### config.mk
export PLATFORM = sky130hd
export DESIGN_NAME = div_seq
export DESIGN_NICKNAME = d
export VERILOG_FILES = /design/src/rtl/div_seq.sv
export SDC_FILE = /design/constraint.sdc
export NUM_CORES = 1
export LEC_CHECK = 0
export BUFFER_PORTS_ARGS = -buffer_cell sky130_fd_sc_hd__buf_2
export CAP_MARGIN = 10
export CORE_ASPECT_RATIO = 1.4
export CORE_MARGIN = 2
export CORE_UTILIZATION = 63
export CTS_BUF_LIST = sky130_fd_sc_hd__clkbuf_8
export DETAILED_ROUTE_END_ITERATION = 6
export PLACE_DENSITY_LB_ADDON = 0.1
export SLEW_MARGIN = 20
export SYNTH_ARGS = -nofsm -noshare
export SYNTH_HDL_FRONTEND = slang
export SYNTH_SLANG_ARGS = --single-unit
### constraint.sdc
create_clock -name iClk -period 8 [get_ports iClk]
set_input_delay 2 -clock iClk [delete_from_list [all_inputs] [get_ports iClk]]
set_output_delay 2 -clock iClk [all_outputs]
set_load 0.01 [all_outputs]
### src/rtl/div_seq.sv
// Iterative radix-2 non-restoring divider: one quotient bit per clock, signed or unsigned
// per operation, start/busy/done handshake with divide-by-zero detection.
module div_seq #(
   parameter int WIDTH = 32
) (
   input  logic             iClk,
   input  logic             iRst,
   input  logic             iStart,
   input  logic             iSigned,
   input  logic [WIDTH-1:0] iDividend,
   input  logic [WIDTH-1:0] iDivisor,
   output logic             oBusy,
   output logic             oDone,
   output logic [WIDTH-1:0] oQ,
   output logic [WIDTH-1:0] oR,
   output logic             oDivZero
);

   localparam int CW = $clog2(WIDTH + 1);

   typedef enum logic [1:0] {IDLE, CALC, FIX, DONE} state_t;

   state_t           state;
   logic [WIDTH:0]   pr;       // signed partial remainder
   logic [WIDTH:0]   dvs;      // divisor magnitude, zero-extended
   logic [WIDTH-1:0] dvd;      // dividend bits shift out, quotient bits shift in
   logic [CW-1:0]    cnt;
   logic             qneg, rneg;

   logic             a_neg, b_neg;
   logic [WIDTH-1:0] a_mag, b_mag;
   logic [WIDTH:0]   pr_shl, pr_step;
   logic [WIDTH-1:0] rmag;

   // Negating MIN wraps to the same bit pattern, which read unsigned is 2^(WIDTH-1).
   assign a_neg = iSigned & iDividend[WIDTH-1];
   assign b_neg = iSigned & iDivisor[WIDTH-1];
   assign a_mag = a_neg ? -iDividend : iDividend;
   assign b_mag = b_neg ? -iDivisor : iDivisor;

   // Intermediate 2r+b can exceed WIDTH+1 bits, but the post-add/sub value lies in
   // [-D, D) so the modular result is exact.
   assign pr_shl  = {pr[WIDTH-1:0], dvd[WIDTH-1]};
   assign pr_step = pr[WIDTH] ? pr_shl + dvs : pr_shl - dvs;
   assign rmag    = pr[WIDTH] ? pr[WIDTH-1:0] + dvs[WIDTH-1:0] : pr[WIDTH-1:0];

   always_ff @(posedge iClk or posedge iRst) begin
      if (iRst) begin
         state    <= IDLE;
         oBusy    <= 1'b0;
         oDone    <= 1'b0;
         oQ       <= '0;
         oR       <= '0;
         oDivZero <= 1'b0;
         pr       <= '0;
         dvs      <= '0;
         dvd      <= '0;
         cnt      <= '0;
         qneg     <= 1'b0;
         rneg     <= 1'b0;
      end else begin
         oDone <= 1'b0;
         unique case (state)
            IDLE, DONE: begin
               if (!iStart) begin
                  state <= IDLE;
               end else if (iDivisor == '0) begin
                  oQ       <= '1;
                  oR       <= iDividend;
                  oDivZero <= 1'b1;
                  oDone    <= 1'b1;
                  state    <= DONE;
               end else begin
                  pr    <= '0;
                  dvd   <= a_mag;
                  dvs   <= {1'b0, b_mag};
                  qneg  <= a_neg ^ b_neg;
                  rneg  <= a_neg;
                  cnt   <= CW'(WIDTH);
                  oBusy <= 1'b1;
                  state <= CALC;
               end
            end
            CALC: begin
               pr  <= pr_step;
               dvd <= {dvd[WIDTH-2:0], ~pr_step[WIDTH]};
               cnt <= cnt - CW'(1);
               if (cnt == CW'(1)) state <= FIX;
            end
            FIX: begin
               oQ       <= qneg ? -dvd : dvd;
               oR       <= rneg ? -rmag : rmag;
               oDivZero <= 1'b0;
               oDone    <= 1'b1;
               oBusy    <= 1'b0;
               state    <= DONE;
            end
            default: state <= IDLE;
         endcase
      end
   end

endmodule
==> results of run 1 <==
## synthesized netlist by cell type, types with 8 or more instances
cell type	instances
a211oi_1	9
a21o_1	35
a21oi_1	157
a31oi_1	40
and2_1	9
and3_1	12
buf_1	9
clkbuf_1	74
dfrtp_1	174
ha_1	72
inv_1	42
mux2i_1	31
nand2_1	190
nand2b_1	22
nand3_1	32
nand4_1	9
nor2_1	171
nor2b_1	13
nor3_1	37
nor3b_1	16
nor4_1	14
o21a_1	13
o21ai_0	171
o21bai_1	8
o31ai_1	42
o41ai_1	12
or3_1	28
or4_1	8
xnor2_1	77
xor2_1	110
## path summary, 6_finish.rpt
path / from / endpoint / slack, ns / cells after the start
worst max-delay path: dvs[2]$_DFFE_PP0P_ / pr[32]$_DFFE_PP0P_ / 2.42 / 18
worst min-delay path: oR[26]$_DFFE_PP0P_ / oR[26]$_DFFE_PP0P_ / 0.51 / 2
worst max register to register: dvs[2]$_DFFE_PP0P_ / pr[32]$_DFFE_PP0P_ / 2.42 / 18
worst min register to register: oR[26]$_DFFE_PP0P_ / oR[26]$_DFFE_PP0P_ / 0.51 / 2
max in group asynchronous: iRst / dvd[22]$_DFFE_PP0P_ / 4.88 / 3
min in group asynchronous: iRst / dvd[4]$_DFFE_PP0P_ / 1.70 / 2
## power by group through the flow
stage	Sequential [mW]	Clock, mW	Combinational [mW]
3_3_place_gp	0.904	0	0.110
5_1_grt	0.888	0.689	0.126
4_1_cts	0.887	0.648	0.113
2_1_floorplan	0.907	0	0.0603
3_5_place_dp	0.904	0	0.112
6_report	0.887	0.641	0.112
## layer usage
| layer | part of all wire [%] | routed length, um | global-route usage, % |
|---|---|---|---|
| met1 | 41 | 14900 | 38.0 |
| met2 | 51 | 18700 | 56.7 |
| met3 | 4.7 | 1710 | 4.15 |
| met4 | 2.9 | 1060 | 11.4 |
| met5 | 0 | 0 | 0 |
## metrics by stage
| step | utilization (%) | power [mW] |
|---|---|---|
| floorplan | - | 0.967 |
| global placement | 68.3 | 1.01 |
| detailed placement | 68.3 | 1.02 |
| CTS | 70.1 | 1.65 |
| global route | 70.1 | 1.70 |
| finish | 70.1 | 1.64 |
## worst max-delay path: cells and delay by family (launching register included)
kind | cells | cell delay [ns]
AOI/OAI and AO/OA | 5 | 1.43
xor gates and xnor gates | 2 | 0.43
adders and majority gates | 1 | 0.34
DFF | 1 | 0.46
and+or+nand+nor | 10 | 2.81
## logic make-up (layout without fill, tap and decap cells)
group,after synthesis,count (layout),synth area share (%)
AOI/OAI and AO/OA,568,568,24.8
xor gates and xnor gates,187,187,11.6
adders and majority gates,74,74,6.65
buffers and inverters,131,219,3.52
DFF,174,174,30.8
muxes,37,37,2.67
and+or+nand+nor,594,594,20.0
## flip-flops by register name, summed over array words and instances, names as in the netlist, 2 cells and up
signal and cells:
dvs 32, dvd 32, oQ 32, pr 33
cnt 6, state 2, oR 32
## final cells by class
class | count | share of cell area, %
clock inverter | 14 | 0.960
clock buffer | 18 | 1.61
inverter | 43 | 1.08
multi-input combinational | 1460 | 60.6
tap | 297 | 2.42
timing repair buffer | 144 | 5.01
sequential | 174 | 28.3
==> flow_metrics.py, run 1 <==
metrics = {
    "clock_tree": {
        "cts_tree": "built",
        "cts_resized": 0,
        "cts_hold_buf": 0,
        "numCtsBuffers": 17,
        "max-clock-path-buffers": 2,
        "htreeDepth": 4,
        "clock-sinks": 174,
        "clkSlewWorstSetupHoldPaths_ns": 0.10,
        "worstSkewPairLatency_ns": 0.49,
        "post_cts_buffers": 0,
        "cts-root-buf": "clkbuf_8",
    },
    "critical_path": {
        "start_kind": "flip-flop",
        "worstPathArrival_ns": 5.98,
        "crit_type": "flip-flop to flip-flop",
        "path_max_fanout": 6,
        "slowest_stage": "nor4bb_1",
        "end_kind": "flip-flop",
        "worstPathCellList": "or3_1 -> or3_1 -> nor3b_1 -> and2_1 -> nor3b_1 -> nand2b_1 -> nor3_1 -> nor4bb_1 -> nor2_1 -> xor2_1 -> ha_1 -> a2111oi_0 -> o211ai_1 -> o21ai_0 -> o21ai_0 -> xnor2_1 -> nand2_1 -> o21ai_0",
        "cpPeakStageDelay_ns": 0.53,
        "worstPathRequired_ns": 8.40,
        "crit_top_cell": "o21ai_0",
    },
    "sta": {
        "period_share_pct": 69.8,
        "max_freq_mhz": 179,
        "grt_setup_unrepaired": "false",
        "slew_violations": 0,
        "holdWs_ns": 0.509,
        "period_needed_ns": 5.58,
        "finalHoldViolCount": 0,
        "setup_viol": 0,
        "relSlewSlack_pct": 28.7,
        "tightest_slew_ns": 1.07,
        "finClkSkew_ns": 0.0107,
        "layout_setup_ws_ns": 2.42,
        "tns_ns": 0,
    },
    "placed_design": {
        "pre_cts_slack_ns": 2.14,
        "place.port_buffers": 134,
        "gp_congestion": 0.982,
        "post-place-cells": 2118,
        "dp_hpwl_um": 27800,
        "placed_area_um2": 15000,
    },
    "power": {
        "clockPowerShare_pct": 39.1,
        "pwr-share-comb_pct": 6.8,
        "peakVddDrop_uv": 101,
        "p_sw_share_pct": 27.1,
        "internal-power_mw": 1.20,
        "p_leak_nw": 6.77,
        "p_per_area_nw_per_um2": 107,
        "p_sw_mw": 0.444,
        "pwr-share-seq_pct": 54.1,
    },
    "floorplanning": {
        "die_w_um": 131,
        "dieArea_um2": 23700,
        "rows": 64,
        "start_util_pct": 64.4,
        "io_pins": 135,
        "die_y_um": 181,
        "core-area_um2": 21900,
    },
    "detailed_routing": {
        "wl_per_cell_um": 16.9,
        "dr.pass1.iters": 5,
        "drc_errors": 0,
        "drt_iter0_drc": 847,
        "totalWireLength_um": 36400,
        "num_vias": 13156,
        "vias_per_cell": 6.12,
        "ant_nets": 0,
    },
    "layout": {
        "n_antenna_cell": 0,
        "layout.cells.most_common": "nand2_1",
        "nFillCells": 1934,
        "drive_gt1_share_pct": 11.7,
        "final_cell_area_um2": 15400,
        "layout.cells.non_filler": 2150,
        "layout_common_cells": "nand2_1 (190), dfrtp_1 (173), nor2_1 (171)",
        "nNetsFinal": 1982,
        "regArea_um2": 4360,
        "multi_input_area_um2": 9320,
        "syn_to_final_growth_pct": 8.80,
    },
    "synth": {
        "synth.top_cell.area_share_pct": 30.8,
        "synth-async-reset-ratio_pct": 100,
        "ys_seq_area_share_pct": 30.8,
        "avgSynthCellArea_um2": 8.01,
        "synth_warnings": 0,
        "synthCells": 1765,
        "synth.area.top_cells": "dfrtp_1 (31%), xor2_1 (6.8%), ha_1 (6.4%)",
        "synth_area_um2": 14100,
        "synth.distinct_cells": 85,
        "syn-num-nets": 1907,
        "ys_ff_latch": 174,
        "synth_edf_count": 0,
        "yosysTopAreaCell": "dfrtp_1",
        "synth_top_flop_cell": "dfrtp_1",
    },
    "outcome": {
        "status": "finished, final reports clean",
    },
    "grt": {
        "grt_usage_pct": 31.6,
        "grt_overflow": 0,
        "first_global_vias": 12618,
        "grt_start_max_net_pins": 107,
        "grt_pass1_wl_um": 60400,
        "antenna_found_initial": 0,
    },
    "run": {
        "cap_violations": 0,
    },
    "min_path": {
        "hp-class": "flip-flop to flip-flop",
    },
}
No activity file was read; power rests on OpenSTA's default activity.
==> inputs of run 2 (changes only) <==
--- a/config.mk
+++ b/config.mk
@@ -5,11 +5,12 @@
 export SDC_FILE = /design/constraint.sdc
 export NUM_CORES = 1
 export LEC_CHECK = 0
+export ABC_AREA = 1
 export BUFFER_PORTS_ARGS = -buffer_cell sky130_fd_sc_hd__buf_2
 export CAP_MARGIN = 10
 export CORE_ASPECT_RATIO = 1.4
 export CORE_MARGIN = 2
-export CORE_UTILIZATION = 63
+export CORE_UTILIZATION = 57
 export CTS_BUF_LIST = sky130_fd_sc_hd__clkbuf_8
 export DETAILED_ROUTE_END_ITERATION = 6
 export PLACE_DENSITY_LB_ADDON = 0.1
==> constraint.sdc (replaced) <==
create_clock -name iClk -period 5 [get_ports iClk]
set_input_delay 1.25 -clock iClk [delete_from_list [all_inputs] [get_ports iClk]]
set_output_delay 1.25 -clock iClk [all_outputs]
set_load 0.01 [all_outputs]
==> run 2 against run 1 <==
  * First-iteration DRC count fell by 3.9%
  * Worst setup slack got worse by 1.7 ns
  * Via count rose by 21%
  * Register-to-register slack got worse by 1.7 ns
  * Largest cell class unchanged
==> flow_metrics.py, run 2 <==
metrics = {
    "clock_tree": {
        "numCtsBuffers": 17,
        "worstSkewPairLatency_ns": 0.51,
        "htreeDepth": 4,
        "cts_tree": "built",
        "post_cts_buffers": 0,
        "max-clock-path-buffers": 2,
        "clkSlewWorstSetupHoldPaths_ns": 0.10,
        "cts-root-buf": "clkbuf_8",
        "clock-sinks": 174,
        "cts_hold_buf": 0,
        "cts_resized": 0,
    },
    "floorplanning": {
        "dieArea_um2": 28300,
        "io_pins": 135,
        "die_y_um": 198,
        "die_w_um": 143,
        "core-area_um2": 26700,
        "rows": 71,
        "start_util_pct": 57.6,
    },
    "placed_design": {
        "gp_congestion": 1.00,
        "pre_cts_slack_ns": 0.661,
        "place.port_buffers": 134,
        "placed_area_um2": 16300,
        "dp_hpwl_um": 38500,
        "post-place-cells": 2789,
    },
    "power": {
        "p_per_area_nw_per_um2": 773,
        "p_leak_nw": 8.69,
        "power_mw": 12.9,
        "peakVddDrop_uv": 486,
    },
    "min_path": {
        "hp-class": "flip-flop to flip-flop",
    },
    "layout": {
        "drive_gt1_share_pct": 10.3,
        "syn_to_final_growth_pct": 8.50,
        "final_cell_area_um2": 16700,
        "regArea_um2": 4350,
        "layout_common_cells": "nand2_1 (705), inv_1 (298), nor2_1 (227)",
        "post-route-util_pct": 62.5,
        "layout.cells.most_common": "nand2_1",
        "largest_reg_flops": 33,
        "multi_input_area_um2": 9490,
        "layout.cells.non_filler": 2821,
        "nFillCells": 2623,
        "max_flop_register": "pr",
        "nNetsFinal": 2623,
        "n_antenna_cell": 0,
    },
    "critical_path": {
        "cpPeakStageDelay_ns": 0.45,
        "cpLargestDelayFamily": "simple AND/OR/NAND/NOR gates",
        "cp-startpoint": "dvs[1]$_DFFE_PP0P_",
        "slowest_stage": "dfrtp_1",
        "end_kind": "flip-flop",
        "worstPathCellList": "inv_1 -> ha_1 -> nand3_1 -> nor2_1 -> nand3_1 -> o31ai_1 -> o21ai_1 -> nor2_1 -> o21ai_1 -> a21oi_1 -> nand2_1 -> xor2_1 -> ha_1 -> nand2_1 -> nor2_1 -> nand2_1 -> nor3_1 -> nand2_1 -> nand3_1 -> nor2_1 -> nor2_1 -> nand2_1 -> nand3_1 -> o21ai_0",
        "timing.rr.end": "dvd[0]$_DFFE_PP0P_",
        "reg2reg_depth": 24,
        "ff2ff_setup_slack_ns": 0.67,
        "critical_path_buf_inv_count": 1,
        "worstPathRequired_ns": 5.38,
        "crit_type": "flip-flop to flip-flop",
        "start_kind": "flip-flop",
        "regToRegStartpoint": "dvs[1]$_DFFE_PP0P_",
        "cp-endpoint": "dvd[0]$_DFFE_PP0P_",
        "worstPathArrival_ns": 4.71,
        "path_max_fanout": 6,
        "crit_cells": 24,
    },
    "detailed_routing": {
        "wl_per_cell_um": 17.0,
        "drt_iter0_drc": 814,
        "totalWireLength_um": 48100,
        "ant_nets": 0,
        "dr.pass1.iters": 5,
        "vias_per_cell": 5.63,
        "num_vias": 15875,
        "drc_errors": 0,
    },
    "synth": {
        "synth_common_cells": "nand2_1 (705), inv_1 (299), nor2_1 (227)",
        "synth_area_um2": 15400,
        "synth.top_cell.area_share_pct": 28.3,
        "yosysTopAreaCell": "dfrtp_1",
        "ys_seq_area_share_pct": 28.3,
        "syn-num-nets": 2523,
        "ys_ff_latch": 174,
        "synth_top_flop_cell": "dfrtp_1",
        "synth_warnings": 0,
        "synth.most_common_cell": "nand2_1",
        "avgSynthCellArea_um2": 6.45,
        "synth-async-reset-ratio_pct": 100,
        "synthCells": 2381,
        "synth.distinct_cells": 55,
        "synth_edf_count": 0,
        "synth.area.top_cells": "dfrtp_1 (28%), nand2_1 (17%), inv_1 (7.3%)",
    },
    "sta": {
        "period_needed_ns": 4.33,
        "period_share_pct": 86.6,
        "tns_ns": 0,
        "finClkSkew_ns": 0.0163,
        "max_freq_mhz": 231,
        "finalHoldViolCount": 0,
        "layout_setup_ws_ns": 0.672,
        "relSlewSlack_pct": 37.0,
        "setup_viol": 0,
        "slew_violations": 0,
        "grt_setup_unrepaired": "false",
        "holdWs_ns": 0.490,
        "tightest_slew_ns": 0.944,
    },
    "grt": {
        "antenna_found_initial": 0,
        "grt_overflow": 0,
        "grt_start_max_net_pins": 175,
        "grt_pass1_wl_um": 77100,
        "first_global_vias": 15399,
        "grt_usage_pct": 34.9,
    },
    "run": {
        "cap_violations": 0,
    },
    "outcome": {
        "status": "finished, final reports clean",
    },
}
[run 2: kinds of logic after synthesis]
family	Yosys count	share of synthesized area (%)
simple gates	1213	33.3
compound gates	410	15.4
buf+inv	388	9.90
flops	174	28.3
xor+xnor	122	6.96
fa+ha+maj	74	6.13
[run 2: report_power, final]
part	leakage, nW	internal (mW)	switching [mW]
Sequential	2.09	2.05	0.768
Clock	0.186	0.400	0.562
Combinational	6.41	3.09	6.01
[run 2: per-layer routing]
metal	track usage, %	wire length [um]	up-vias
met4	20.6	2810	0
met2	63.4	24500	495
met5	0	0	-
met3	3.92	2250	121
met1	38.8	18400	7339
li1	-	-	7920
[run 2: worst min path at each step]
stage / start / endpoint / slack [ns] / cells after the start
2_1_floorplan: dvs[3]$_DFFE_PP0P_ / dvs[3]$_DFFE_PP0P_ / 0.48 / 2
3_3_place_gp: oR[8]$_DFFE_PP0P_ / oR[8]$_DFFE_PP0P_ / 0.46 / 2
3_5_place_dp: oR[6]$_DFFE_PP0P_ / oR[6]$_DFFE_PP0P_ / 0.46 / 2
4_1_cts: oR[6]$_DFFE_PP0P_ / oR[6]$_DFFE_PP0P_ / 0.49 / 2
5_1_grt: oR[4]$_DFFE_PP0P_ / oR[4]$_DFFE_PP0P_ / 0.51 / 2
6_report: oR[8]$_DFFE_PP0P_ / oR[8]$_DFFE_PP0P_ / 0.49 / 2
[run 2: layout make-up]
class                      instances  area share (%)
clock buffer                      21            1.73
sequential                       174            26.1
inverter                         315            7.12
multi-input combinational       1819            56.9
timing repair buffer             154            5.12
clock inverter                    10           0.503
tap                              328            2.46
[run 2: worst reg2reg max path: stages, from the launching register on]
cell	delay [ns]
dfrtp_1	0.45
inv_1	0.12
ha_1	0.16
nand3_1	0.11
nor2_1	0.19
nand3_1	0.19
o31ai_1	0.45
o21ai_1	0.19
nor2_1	0.21
o21ai_1	0.14
a21oi_1	0.22
nand2_1	0.11
xor2_1	0.15
ha_1	0.38
nand2_1	0.09
nor2_1	0.14
nand2_1	0.09
nor3_1	0.13
nand2_1	0.08
nand3_1	0.11
nor2_1	0.06
nor2_1	0.08
nand2_1	0.16
nand3_1	0.10
o21ai_0	0.08
